[src/rtl/vreg_wb_arbiter_pkg.sv]
// Shared vector-register types and sizing for the writeback arbiter slice.
// Latency: n/a (types and constants only).
// Backpressure: n/a.
package vreg_wb_arbiter_pkg;

  localparam int DATA_W = 256;
  localparam int NREG   = 4;
  localparam int REG_AW = $clog2(NREG);

  typedef logic [REG_AW-1:0] vreg_idx_t;

  // Requester identity doubles as the bit position in request/grant vectors.
  typedef enum logic {
    REQ_ALU = 1'b0,
    REQ_LSU = 1'b1
  } req_id_t;

endpackage

[src/rtl/vreg_wb_arbiter_rr_arb2.sv]
// Two-requester round-robin arbiter with a 1-bit last-grant pointer.
// Latency: grant is combinational from requests; pointer updates at the grant posedge.
// Backpressure: an ungranted requester simply sees its grant low and must hold its request.
module rr_arb2 (
  input  logic       clk,
  input  logic       rst,
  input  logic [1:0] req_vld,
  output logic [1:0] gnt
);
  import vreg_wb_arbiter_pkg::*;

  req_id_t last_q;
  req_id_t last_d;

  // Grant the sole requester, or on contention the one not granted last.
  always_comb begin
    gnt    = 2'b00;
    last_d = last_q;
    if (req_vld[REQ_ALU] && req_vld[REQ_LSU]) begin
      if (last_q == REQ_LSU) begin
        gnt[REQ_ALU] = 1'b1;
      end else begin
        gnt[REQ_LSU] = 1'b1;
      end
    end else begin
      gnt = req_vld;
    end
    if (gnt[REQ_LSU]) begin
      last_d = REQ_LSU;
    end else if (gnt[REQ_ALU]) begin
      last_d = REQ_ALU;
    end
  end

  // Pointer resets to LSU so the ALU wins the first contention.
  always_ff @(posedge clk or posedge rst) begin
    if (rst) begin
      last_q <= REQ_LSU;
    end else begin
      last_q <= last_d;
    end
  end

endmodule

[src/rtl/vreg_wb_arbiter.sv]
// Vector register writeback arbiter with busy scoreboard and issue interlock.
// Latency: one cycle from transfer posedge to registered WE/A3/WB; BUSY clears when WE pulse ends.
// Backpressure: READY is a combinational round-robin grant; ISSUE_STALL refuses issues touching busy registers.
module vreg_wb_arbiter #(
  parameter int DATA_W = vreg_wb_arbiter_pkg::DATA_W,
  parameter int NREG   = vreg_wb_arbiter_pkg::NREG
) (
  input  logic                     CLK,
  input  logic                     RST,
  input  logic                     ISSUE_VALID,
  input  logic [$clog2(NREG)-1:0]  ISSUE_RS1,
  input  logic [$clog2(NREG)-1:0]  ISSUE_RS2,
  input  logic [$clog2(NREG)-1:0]  ISSUE_RD,
  output logic                     ISSUE_STALL,
  input  logic                     ALU_VALID,
  input  logic [$clog2(NREG)-1:0]  ALU_ADDR,
  input  logic [DATA_W-1:0]        ALU_DATA,
  output logic                     ALU_READY,
  input  logic                     LSU_VALID,
  input  logic [$clog2(NREG)-1:0]  LSU_ADDR,
  input  logic [DATA_W-1:0]        LSU_DATA,
  output logic                     LSU_READY,
  output logic                     WE,
  output logic [$clog2(NREG)-1:0]  A3,
  output logic [DATA_W-1:0]        WB,
  output logic [NREG-1:0]          BUSY,
  output logic                     ERR
);
  import vreg_wb_arbiter_pkg::*;

  localparam int AW = $clog2(NREG);

  logic [1:0]        req_vld;
  logic [1:0]        gnt;

  logic              we_q,   we_d;
  logic [AW-1:0]     a3_q,   a3_d;
  logic [DATA_W-1:0] wb_q,   wb_d;
  logic [NREG-1:0]   busy_q, busy_d;
  logic              err_q,  err_d;

  logic              xfer;
  logic [AW-1:0]     sel_addr;
  logic [DATA_W-1:0] sel_data;
  logic              issue_ok;
  logic [NREG-1:0]   busy_set;
  logic [NREG-1:0]   busy_clr;

  assign req_vld[REQ_ALU] = ALU_VALID;
  assign req_vld[REQ_LSU] = LSU_VALID;

  rr_arb2 u_arb (
    .clk     (CLK),
    .rst     (RST),
    .req_vld (req_vld),
    .gnt     (gnt)
  );

  assign ALU_READY = gnt[REQ_ALU];
  assign LSU_READY = gnt[REQ_LSU];

  // Interlock uses registered BUSY only, so a register being written this cycle still stalls.
  assign ISSUE_STALL = ISSUE_VALID &
                       (busy_q[ISSUE_RS1] | busy_q[ISSUE_RS2] | busy_q[ISSUE_RD]);

  // Select the granted writeback, update scoreboard (set wins over clear), and flag orphan writes.
  always_comb begin
    xfer     = |gnt;
    sel_addr = gnt[REQ_LSU] ? LSU_ADDR : ALU_ADDR;
    sel_data = gnt[REQ_LSU] ? LSU_DATA : ALU_DATA;

    we_d = xfer;
    a3_d = xfer ? sel_addr : a3_q;
    wb_d = xfer ? sel_data : wb_q;

    issue_ok = ISSUE_VALID & ~ISSUE_STALL;
    busy_set = '0;
    busy_clr = '0;
    if (issue_ok) begin
      busy_set[ISSUE_RD] = 1'b1;
    end
    if (we_q) begin
      busy_clr[a3_q] = 1'b1;
    end
    busy_d = (busy_q & ~busy_clr) | busy_set;

    err_d = err_q | (xfer & ~busy_q[sel_addr]);
  end

  // Output register and scoreboard; reset drops any in-flight write and all pending state.
  always_ff @(posedge CLK or posedge RST) begin
    if (RST) begin
      we_q   <= 1'b0;
      a3_q   <= '0;
      wb_q   <= '0;
      busy_q <= '0;
      err_q  <= 1'b0;
    end else begin
      we_q   <= we_d;
      a3_q   <= a3_d;
      wb_q   <= wb_d;
      busy_q <= busy_d;
      err_q  <= err_d;
    end
  end

  assign WE   = we_q;
  assign A3   = a3_q;
  assign WB   = wb_q;
  assign BUSY = busy_q;
  assign ERR  = err_q;

endmodule

[config.mk]
export PLATFORM = sky130hd
export DESIGN_NAME = vreg_wb_arbiter
export DESIGN_NICKNAME = d
export VERILOG_FILES = /design/src/rtl/vreg_wb_arbiter_pkg.sv /design/src/rtl/vreg_wb_arbiter_rr_arb2.sv /design/src/rtl/vreg_wb_arbiter.sv
export SDC_FILE = /design/constraint.sdc
export NUM_CORES = 1
export LEC_CHECK = 0
export BUFFER_PORTS_ARGS = -buffer_cell sky130_fd_sc_hd__buf_4
export CAP_MARGIN = 25
export CORE_AREA = 2 2 306 308
export CTS_CLUSTER_DIAMETER = 80
export DETAILED_ROUTE_END_ITERATION = 7
export DIE_AREA = 0 0 308 310
export PLACE_DENSITY_LB_ADDON = 0.1
export SYNTH_ARGS = -nofsm -noshare
export SYNTH_HDL_FRONTEND = slang
export SYNTH_HIERARCHICAL = 1
export SYNTH_SLANG_ARGS = --single-unit
export TNS_END_PERCENT = 50
[constraint.sdc]
create_clock -name CLK -period 15.7 [get_ports CLK]
set_input_delay 0.785 -clock CLK [delete_from_list [all_inputs] [get_ports CLK]]
set_output_delay 0.785 -clock CLK [all_outputs]
set_load 0.02 [all_outputs]
==> flow_metrics.env, run 1 <==
export IMPL_cts_max_level=2
export IMPL_powerDensity_mw_per_mm2=122
export IMPL_netlist_area_leader_share_pct=54.4
export IMPL_yosysMostFrequentCell="dfrtp_1"
export IMPL_slew_headroom_pct=29.0
export IMPL_drc_errors=0
export IMPL_yosysUniqueCellTypes=30
export IMPL_critPathLaunchType="flip-flop"
export IMPL_cts_tree="done"
export IMPL_syn_avg_cell_area_um2=10.4
export IMPL_ys_flop_type="dfrtp_1"
export IMPL_die_w_um=308
export IMPL_cp_arrival_ns=4.33
export IMPL_worst_ep_required_time_ns=16.11
export IMPL_routed_via_density=3.61
export IMPL_crit_top_cell="buf_4"
export IMPL_ys_ff_latch=265
export IMPL_crit_family="buffers and inverters"
export IMPL_fin_skew_ns=0.0204
export IMPL_nets=2458
export IMPL_rsz0062_at_grt="false"
export IMPL_synth_common_cells="dfrtp_1 (264), nand2_1 (260), mux2i_1 (258), o21ai_1 (210), o21ai_0 (56)"
export IMPL_num_vias=11427
export IMPL_hold_path_class="in -> async"
export IMPL_post_place_ws_ns=11.10
export IMPL_grt_pass1_wl_mm=81.5
export IMPL_syn_inst=1168
export IMPL_slew_viol_final=0
export IMPL_cts_buffer_depth=3
export IMPL_final_antenna_net_count=0
export IMPL_cts_setup_buffers=0
export IMPL_dp_hpwl_mm=44.3
export IMPL_synth_edf_count=0
export IMPL_fin_crit_sh_pct=25.0
export IMPL_port_buffers=793
export IMPL_die_h_um=310
export IMPL_synth_warnings=6
export IMPL_hold_viol=0
export IMPL_yosys_top_cells_area="dfrtp_1 (54%), mux2i_1 (21%), o21ai_1 (8.6%)"
export IMPL_overflow=0
export IMPL_slowest_delay_ns=0.80
export IMPL_synth_area_mm2=0.0122
export IMPL_row_count=112
export IMPL_drive_above_1_share_pct=45.1
export IMPL_cts_hold_buf=0
export IMPL_fin_setup_tns_ns=0
export IMPL_run_status="finished, final reports clean"
export IMPL_path_buf_inv=4
export IMPL_core_region_area_mm2=0.0925
export IMPL_leakagePower_nw=10.0
export IMPL_yosys_area_top_type="dfrtp_1"
export IMPL_numCtsBuffers=41
export IMPL_worst_slew_pin_slew_ns=1.06
export IMPL_die_area_mm2=0.0955
export IMPL_maxCapViolCount=0
export IMPL_crit_start="u_arb/last_q"
export IMPL_areaGrowthSynthToFinish_pct=71.3
export IMPL_start_util_pct=13.1
export IMPL_r2r_start="u_arb/last_q"
export IMPL_timing_final_ws_setup_ns=11.77
export IMPL_crit_fanout=90
export IMPL_post_cts_resized=0
export IMPL_finalSetupViolations=0
export IMPL_crit_chain="a21boi_4 -> buf_4 -> buf_4 -> buf_4 -> buf_4 -> o21ai_1"
export IMPL_peakVddDrop_mv=0.0518
export IMPL_antenna_found_initial=10
export IMPL_numClockSinks=265
export IMPL_clk_pin_slew_worst_paths_ns=0.06
export IMPL_total_power_mw=2.54
export IMPL_async_flop_share_pct=100
export IMPL_worstSkewPairLatency_ns=0.56
export IMPL_criticalPathCategory="reg -> reg"
export IMPL_wirelength_mm=58.9
export IMPL_wl_per_cell_um=18.6
export IMPL_fmax_mhz=255
export IMPL_period_needed_ns=3.93
export IMPL_seq_area_frac_synth_pct=54.6
export IMPL_end_kind="flip-flop"
export IMPL_grt_pass1_vias=12035
export IMPL_grt_max_degree=111
export IMPL_synth_nets=1695
export IMPL_grt_usage_pct=11.6
export IMPL_drt_iter0_drc=421
export IMPL_gp_congestion=0.749
export IMPL_cts_root_buffer="clkbuf_16"
export IMPL_cpMaxStageDelayCell="buf_4"
export IMPL_drt_first_pass_iters=4
export IMPL_ios=794
-- placed cells by master, fill, tap and decap left out, types with 2 or more instances in the layout --
cell type    n
buf_4      804
dfrtp_1    264
nand2_1    260
mux2i_1    258
o21ai_1    210
o21ai_0     56
clkbuf_16   43
clkbuf_8    14
inv_1        7
clkbuf_1     5
diode_2      4
clkinv_2     4
inv_6        4
mux4_2       2
o41ai_1      2
o31ai_1      2
nor2_1       2
buf_16       2
buf_12       2
a21boi_4     2
-- logic make-up after synthesis --
kind of cell | after synthesis | share of synthesized area, %
AOI/OAI and AO/OA | 277 | 11.7
and+or+nand+nor | 269 | 8.48
DFF | 265 | 54.6
muxes | 261 | 21.8
buffers and inverters | 96 | 3.42
-- power breakdown --
group / total [mW] / internal [mW] / switching [mW]
logic: 0.730 / 0.335 / 0.395
clock network: 0.942 / 0.581 / 0.361
registers: 0.870 / 0.795 / 0.0749
-- worst register-to-register path: cells and delay by family (launching register included) --
family | cells | cell delay, ns
AO/OA/AOI/OAI | 2 | 0.33
buffers and inverters | 4 | 3.07
flip-flops | 1 | 0.39
-- layout make-up --
type / instances / area [um^2]
repair buffers: 808 / 6130
well taps: 1197 / 1500
multi-input cells: 807 / 5120
diodes: 4 / 10.0
inverters: 8 / 37.5
flip-flops and latches: 265 / 6630
clock buffers: 62 / 1290
fillers: 10150 / 71700
clock inverters: 10 / 92.6
-- registers in the layout, summed over array words and instances (netlist names) --
name,cells
ERR,1
BUSY,4
WB,256
u_arb/last_q,1
WE,1
A3,2
-- path summary, 6_finish.rpt --
path,to,slack (ns),depth (start not counted)
worst min register to register,ERR,0.48,1
worst min-delay path,u_arb/last_q,0.27,2
worst max register to register,WB[33],11.77,6
worst max-delay path,WB[33],11.77,6
max in group asynchronous,WB[74],13.77,4
min in group CLK,u_arb/last_q,0.41,2
-- metal layers --
metal | track usage, % | wire length [um] | vias up
met5 | 0 | 57 | -
met3 | 6.08 | 7230 | 69
met1 | 11.5 | 20200 | 5303
met2 | 21.0 | 30000 | 478
li1 | - | - | 5569
met4 | 3.21 | 1370 | 8
-- metrics by stage --
stage	hold WS, ns	std cells	utilization, %	area, um^2
after CTS	0.211	3155	22.4	20700
final	0.267	3161	22.5	20800
after global routing	0.238	3159	22.5	20800
after detailed placement	0.469	3083	20.9	19400
after floorplan	0.494	1168	-	12200
after global placement	0.473	3083	20.9	19400
Power figures use the tool's default switching activity.
==> inputs of run 2 (changes only) <==
CORE_AREA = 2 2 307 309   (was 2 2 306 308)
DIE_AREA = 0 0 309 311   (was 0 0 308 310)
clock period = 3.7 ns   (was 15.7 ns; I/O delays follow)
==> run 2 against run 1 <==
First-iteration DRC count increased by 16%. Clock-buffer cell count increased by 4. Sequential power increased to 4.3 times the previous value. Worst hold slack got worse by 0.11 ns.
==> flow_metrics.env, run 2 (synthesized netlist as in run 1, its figures left out) <==
export IMPL_slew_headroom_pct=51.7
export IMPL_worstSkewPairLatency_ns=0.54
export IMPL_core_region_area_mm2=0.0928
export IMPL_worst_slew_pin_slew_ns=0.725
export IMPL_antenna_found_initial=10
export IMPL_dp_hpwl_mm=46.4
export IMPL_final_antenna_net_count=0
export IMPL_overflow=0
export IMPL_hold_path_end="ERR"
export IMPL_nets=2994
export IMPL_routed_via_density=3.65
export IMPL_grt_max_degree=157
export IMPL_drc_errors=0
export IMPL_maxCapViolCount=0
export IMPL_fin_setup_tns_ns=0
export IMPL_post_cts_resized=0
export IMPL_grt_usage_pct=12.6
export IMPL_place_area_mm2=0.0197
export IMPL_grt_pass1_vias=15082
export IMPL_numCtsBuffers=40
export IMPL_r2r_start="u_arb/last_q"
export IMPL_die_h_um=311
export IMPL_critPathLaunchType="flip-flop"
export IMPL_finalSetupViolations=0
export IMPL_wl_per_cell_um=16.8
export IMPL_cts_tree="done"
export IMPL_powerDensity_mw_per_mm2=440
export IMPL_die_w_um=309
export IMPL_cts_setup_buffers=0
export IMPL_start_util_pct=13.1
export IMPL_final_cell_mix="buf_4 (809), dlygate4sd3_1 (524), dfrtp_1 (264)"
export IMPL_die_area_mm2=0.0961
export IMPL_slew_viol_final=0
export IMPL_drive_above_1_share_pct=35.5
export IMPL_cts_hold_buf=524
export IMPL_reg2reg_setup_slack_ns=0.84
export IMPL_hold_viol=0
export IMPL_fmax_mhz=350
export IMPL_areaGrowthSynthToFinish_pct=116
export IMPL_num_vias=13717
export IMPL_min_path_cells=5
export IMPL_end_kind="flip-flop"
export IMPL_hp_start="ALU_ADDR[1]"
export IMPL_grt_pass1_wl_mm=92.2
export IMPL_cp_arrival_ns=3.27
export IMPL_numClockSinks=265
export IMPL_criticalPathCategory="reg -> reg"
export IMPL_drt_iter0_drc=489
export IMPL_fin_skew_ns=0.0129
export IMPL_crit_fanout=28
export IMPL_worst_ep_required_time_ns=4.11
export IMPL_clk_pin_slew_worst_paths_ns=0.05
export IMPL_run_status="finished, final reports clean"
export IMPL_port_buffers=793
export IMPL_cts_buffer_depth=3
export IMPL_cts_root_buffer="clkbuf_16"
export IMPL_ios=794
export IMPL_final_common_cell="buf_4"
export IMPL_stdcell_area_mm2=0.0262
export IMPL_gp_congestion=0.737
export IMPL_r2r_end="WB[84]"
export IMPL_hold_path_class="in -> reg"
export IMPL_drt_first_pass_iters=4
export IMPL_period_needed_ns=2.86
export IMPL_ff2ff_path_depth=7
export IMPL_cts_max_level=2
export IMPL_rsz0062_at_grt="false"
export IMPL_largest_register_ffs=256
export IMPL_fin_crit_sh_pct=77.2
export IMPL_peakVddDrop_mv=0.258
export IMPL_row_count=112
export IMPL_leakagePower_nw=12.4
export IMPL_wirelength_mm=63.0
-- run 2: changes by cell type in the layout (fill, tap and decap cells not counted), moves of 2 or more --
cell	before	now
buf_12	2	12
buf_16	2	0
inv_6	4	2
dlygate4sd3_1	0	524
clkbuf_16	43	41
clkbuf_1	5	15
buf_4	804	809
clkinvlp_4	1	3
clkbuf_8	14	10
clkinv_2	4	1
-- run 2: layout make-up --
| type | count | area [um^2] |
|---|---|---|
| Fill cell | 10005 | 66500 |
| Timing Repair Buffer | 1345 | 11600 |
| Sequential cell | 265 | 6630 |
| Multi-Input combinational cell | 807 | 5120 |
| Tap cell | 1254 | 1570 |
| Clock buffer | 66 | 1220 |
| Clock inverter | 7 | 76.3 |
| Inverter | 8 | 33.8 |
| Antenna cell | 4 | 10.0 |
-- run 2: metal layers --
metal	GRT usage [%]	vias to the layer above	share of wire (%)
met2	23.1	503	51
met1	13.2	6485	37
met4	3.53	8	2.5
li1	-	6635	-
met3	4.75	86	9.6
met5	0	-	0.067
-- run 2: worst max path at each step --
| stage | from | to | depth (start not counted) |
|---|---|---|---|
| 5_1_grt | u_arb/last_q | WB[84] | 7 |
| 2_1_floorplan | RST | A3[0] | 1 |
| 3_3_place_gp | u_arb/last_q | WB[62] | 6 |
| 3_5_place_dp | u_arb/last_q | WB[129] | 6 |
| 6_report | u_arb/last_q | WB[84] | 7 |
| 4_1_cts | u_arb/last_q | WB[89] | 7 |
-- run 2: metrics by stage --
step | std cells | utilization [%] | setup slack [ns] | total power [mW] | hold WS, ns
final | 3756 | 28.3 | 0.844 | 11.5 | 0.155
after global routing | 3755 | 28.3 | 0.706 | 12.2 | 0.157
after CTS | 3752 | 28.3 | 0.882 | 11.8 | 0.106
after detailed placement | 3155 | 21.2 | 1.43 | 6.96 | 0.168
after global placement | 3154 | 21.2 | 1.47 | 6.96 | 0.221
after floorplan | 1168 | - | 0.0315 | 5.22 | 0.0747
-- run 2: worst max-delay path, stage by stage (launching register included) --
cell and delay (ns):
dfstp_2 0.57, inv_1 0.08, a21boi_4 0.36, buf_12 0.31, buf_4 0.41, mux2i_1 0.24
o21ai_0 0.11, dlygate4sd3_1 0.61
-- run 2: report_power, final --
part	leakage (nW)	switching (mW)	internal, mW	total, mW
sequential	3.20	0.326	3.37	3.70
combinational	8.53	1.87	2.18	4.06
clock	0.626	1.48	2.31	3.79
total	12.4	3.68	7.87	11.5
==> inputs of run 3 (changes only) <==
CORE_AREA = 2 2 313 315   (was 2 2 307 309)
DIE_AREA = 0 0 315 317   (was 0 0 309 311)
clock period = 2.35 ns   (was 3.7 ns; I/O delays follow)
==> run 3 against run 2 <==
Die area increased by 3.9%. First-iteration DRC count decreased by 7.2%. Final area increased by 2.3%. Core utilization decreased by 0.40 points. Via count increased by 2.0%. Combinational power increased by 51%. Critical endpoint is now WB[112]. Worst setup slack got worse by 0.84 ns. Register-to-register slack got worse by 0.84 ns.
==> flow_metrics.env, run 3 (synthesized netlist as in run 1, its figures left out) <==
export IMPL_worst_slew_pin_slew_ns=0.567
export IMPL_intPower_mw=12.2
export IMPL_final_common_cell="buf_4"
export IMPL_grt_pass1_wl_mm=91.8
export IMPL_netSwitchingFraction_pct=32.6
export IMPL_p_seq_share_pct=32.4
export IMPL_final_antenna_net_count=0
export IMPL_path_buf_inv=5
export IMPL_hp_start="ISSUE_RS2[1]"
export IMPL_drt_first_pass_iters=6
export IMPL_numCtsBuffers=41
export IMPL_holdWs_ns=0.0955
export IMPL_cts_tree="done"
export IMPL_drive_above_1_share_pct=37.0
export IMPL_use_met2_pct=22.0
export IMPL_period_needed_ns=2.34
export IMPL_grt_usage_pct=12.1
export IMPL_stdcell_area_mm2=0.0268
export IMPL_hold_path_end="BUSY[3]"
export IMPL_slowest_delay_ns=0.57
export IMPL_grt_max_degree=84
export IMPL_cts_root_buffer="clkbuf_16"
export IMPL_end_kind="flip-flop"
export IMPL_die_h_um=317
export IMPL_cts_max_level=2
export IMPL_use_met1_pct=13.4
export IMPL_grt_pass1_vias=15066
export IMPL_start_util_pct=12.6
export IMPL_run_status="finished, final reports clean"
export IMPL_hold_path_class="in -> reg"
export IMPL_min_path_cells=5
export IMPL_crit_family="buffers and inverters"
export IMPL_row_count=114
export IMPL_hold_viol=0
export IMPL_p_clk_share_pct=33.7
export IMPL_slew_viol_final=0
export IMPL_leakagePower_nw=12.6
export IMPL_peakVddDrop_mv=0.475
export IMPL_antenna_found_initial=3
export IMPL_slew_headroom_pct=62.2
export IMPL_place_area_mm2=0.0199
export IMPL_gp_congestion=0.802
export IMPL_largest_register_ffs=256
export IMPL_cpMaxStageDelayCell="dfstp_2"
export IMPL_routed_via_density=3.66
export IMPL_core_region_area_mm2=0.0963
export IMPL_worst_ep_required_time_ns=2.80
export IMPL_r2r_end="WB[112]"
export IMPL_finalSetupViolations=0
export IMPL_crit_fanout=17
export IMPL_final_cell_mix="buf_4 (840), dlygate4sd3_1 (525), dfrtp_1 (263)"
export IMPL_drt_iter0_drc=454
export IMPL_dp_hpwl_mm=47.2
export IMPL_wl_per_cell_um=16.8
export IMPL_switchingPower_mw=5.89
export IMPL_die_area_mm2=0.0999
export IMPL_wirelength_mm=64.2
export IMPL_ios=794
export IMPL_fin_skew_ns=0.0262
export IMPL_met3_usage_pct=3.83
export IMPL_die_w_um=315
export IMPL_drc_errors=0
export IMPL_overflow=0
export IMPL_combPwrFrac_pct=33.9
export IMPL_crit_chain="inv_1 -> a21boi_4 -> buf_4 -> buf_16 -> buf_16 -> mux2i_1 -> o21ai_1 -> dlygate4sd3_1"
export IMPL_r2r_start="u_arb/last_q"
export IMPL_clk_pin_slew_worst_paths_ns=0.06
export IMPL_ff2ff_path_depth=8
export IMPL_crit_top_cell="buf_16"
export IMPL_nets=3042
export IMPL_reg2reg_setup_slack_ns=0.005
export IMPL_num_vias=13986
export IMPL_rsz0062_at_grt="true"
export IMPL_cp_arrival_ns=2.80
export IMPL_fin_crit_sh_pct=99.8
export IMPL_cts_buffer_depth=3
export IMPL_port_buffers=793
export IMPL_critPathLaunchType="flip-flop"
export IMPL_criticalPathCategory="reg -> reg"
export IMPL_maxCapViolCount=0
export IMPL_numClockSinks=265
export IMPL_worstSkewPairLatency_ns=0.57
export IMPL_fmax_mhz=426
export IMPL_powerDensity_mw_per_mm2=673
export IMPL_grt_busiest_layer="met2"
export IMPL_areaGrowthSynthToFinish_pct=121
-- run 3: changes by cell type in the layout (fill, tap and decap cells not counted), moves of 4 or more --
cell,delta
buf_4,+31
clkinv_2,+7
buf_12,+4
clkbuf_1,-8
clkbuf_16,+4
buf_16,+6
-- run 3: worst reg2reg max path, stage by stage (launching register included) --
cell and delay (ns):
dfstp_2 0.57, inv_1 0.08, a21boi_4 0.19, buf_4 0.16, buf_16 0.17, buf_16 0.20
mux2i_1 0.22, o21ai_1 0.08, dlygate4sd3_1 0.56
-- run 3: cell type report --
| cell class | count | area, um^2 |
|---|---|---|
| well taps | 1276 | 1600 |
| clock buffers | 57 | 1200 |
| flip-flops and latches | 265 | 6630 |
| clock inverters | 13 | 105 |
| inverters | 8 | 33.8 |
| multi-input cells | 807 | 5130 |
| diodes | 1 | 2.50 |
| repair buffers | 1392 | 12100 |
| fillers | 10301 | 69400 |
-- run 3: per-stage QoR --
step | setup TNS (ns) | setup WS (ns) | instances | total power [mW] | util (%)
after detailed placement | 0 | 0.447 | 3191 | 11.0 | 20.7
after CTS | 0 | 0.00486 | 3786 | 18.4 | 27.5
after floorplan | -330.27 | -1.25 | 1168 | 8.22 | -
after global routing | -2.31 | -0.0738 | 3819 | 19.1 | 27.9
final | 0 | 0.00503 | 3819 | 18.1 | 27.9
after global placement | 0 | 0.487 | 3191 | 11.0 | 20.7
-- run 3: how the worst max path moves through the flow --
stage / slack [ns] / cells after the start / start / end
2_1_floorplan: -1.25 / 1 / RST / A3[0]
3_3_place_gp: 0.49 / 6 / u_arb/last_q / WB[68]
3_5_place_dp: 0.45 / 6 / u_arb/last_q / WB[86]
4_1_cts: 0.005 / 3 / BUSY[3] / ISSUE_STALL
5_1_grt: -0.07 / 8 / u_arb/last_q / WB[113]
6_report: 0.005 / 8 / u_arb/last_q / WB[112]
-- run 3: routing by layer --
metal,part of all wire [%],vias to the layer above,routed length (um)
met2,51,507,32900
met3,8.0,77,5120
met1,39,6666,24700
li1,-,6734,-
met4,2.3,2,1510
met5,0.011,-,7
-- run 3: timing repair --
item / CTS / global route
endpoints found under the hold margin: 396 / 0
endpoints found under the setup margin: 0 / 66
resized for setup: 0 / 12
hold buffers: 525 / 0
setup buffers: 0 / 30
-- run 3: power by group through the flow --
stage / registers [mW] / clock network, mW / logic, mW
4_1_cts: 5.84 / 6.40 / 6.12
2_1_floorplan: 6.71 / 0 / 1.50
6_report: 5.85 / 6.08 / 6.13
5_1_grt: 5.94 / 6.57 / 6.61
3_3_place_gp: 5.91 / 0 / 5.13
3_5_place_dp: 5.90 / 0 / 5.13
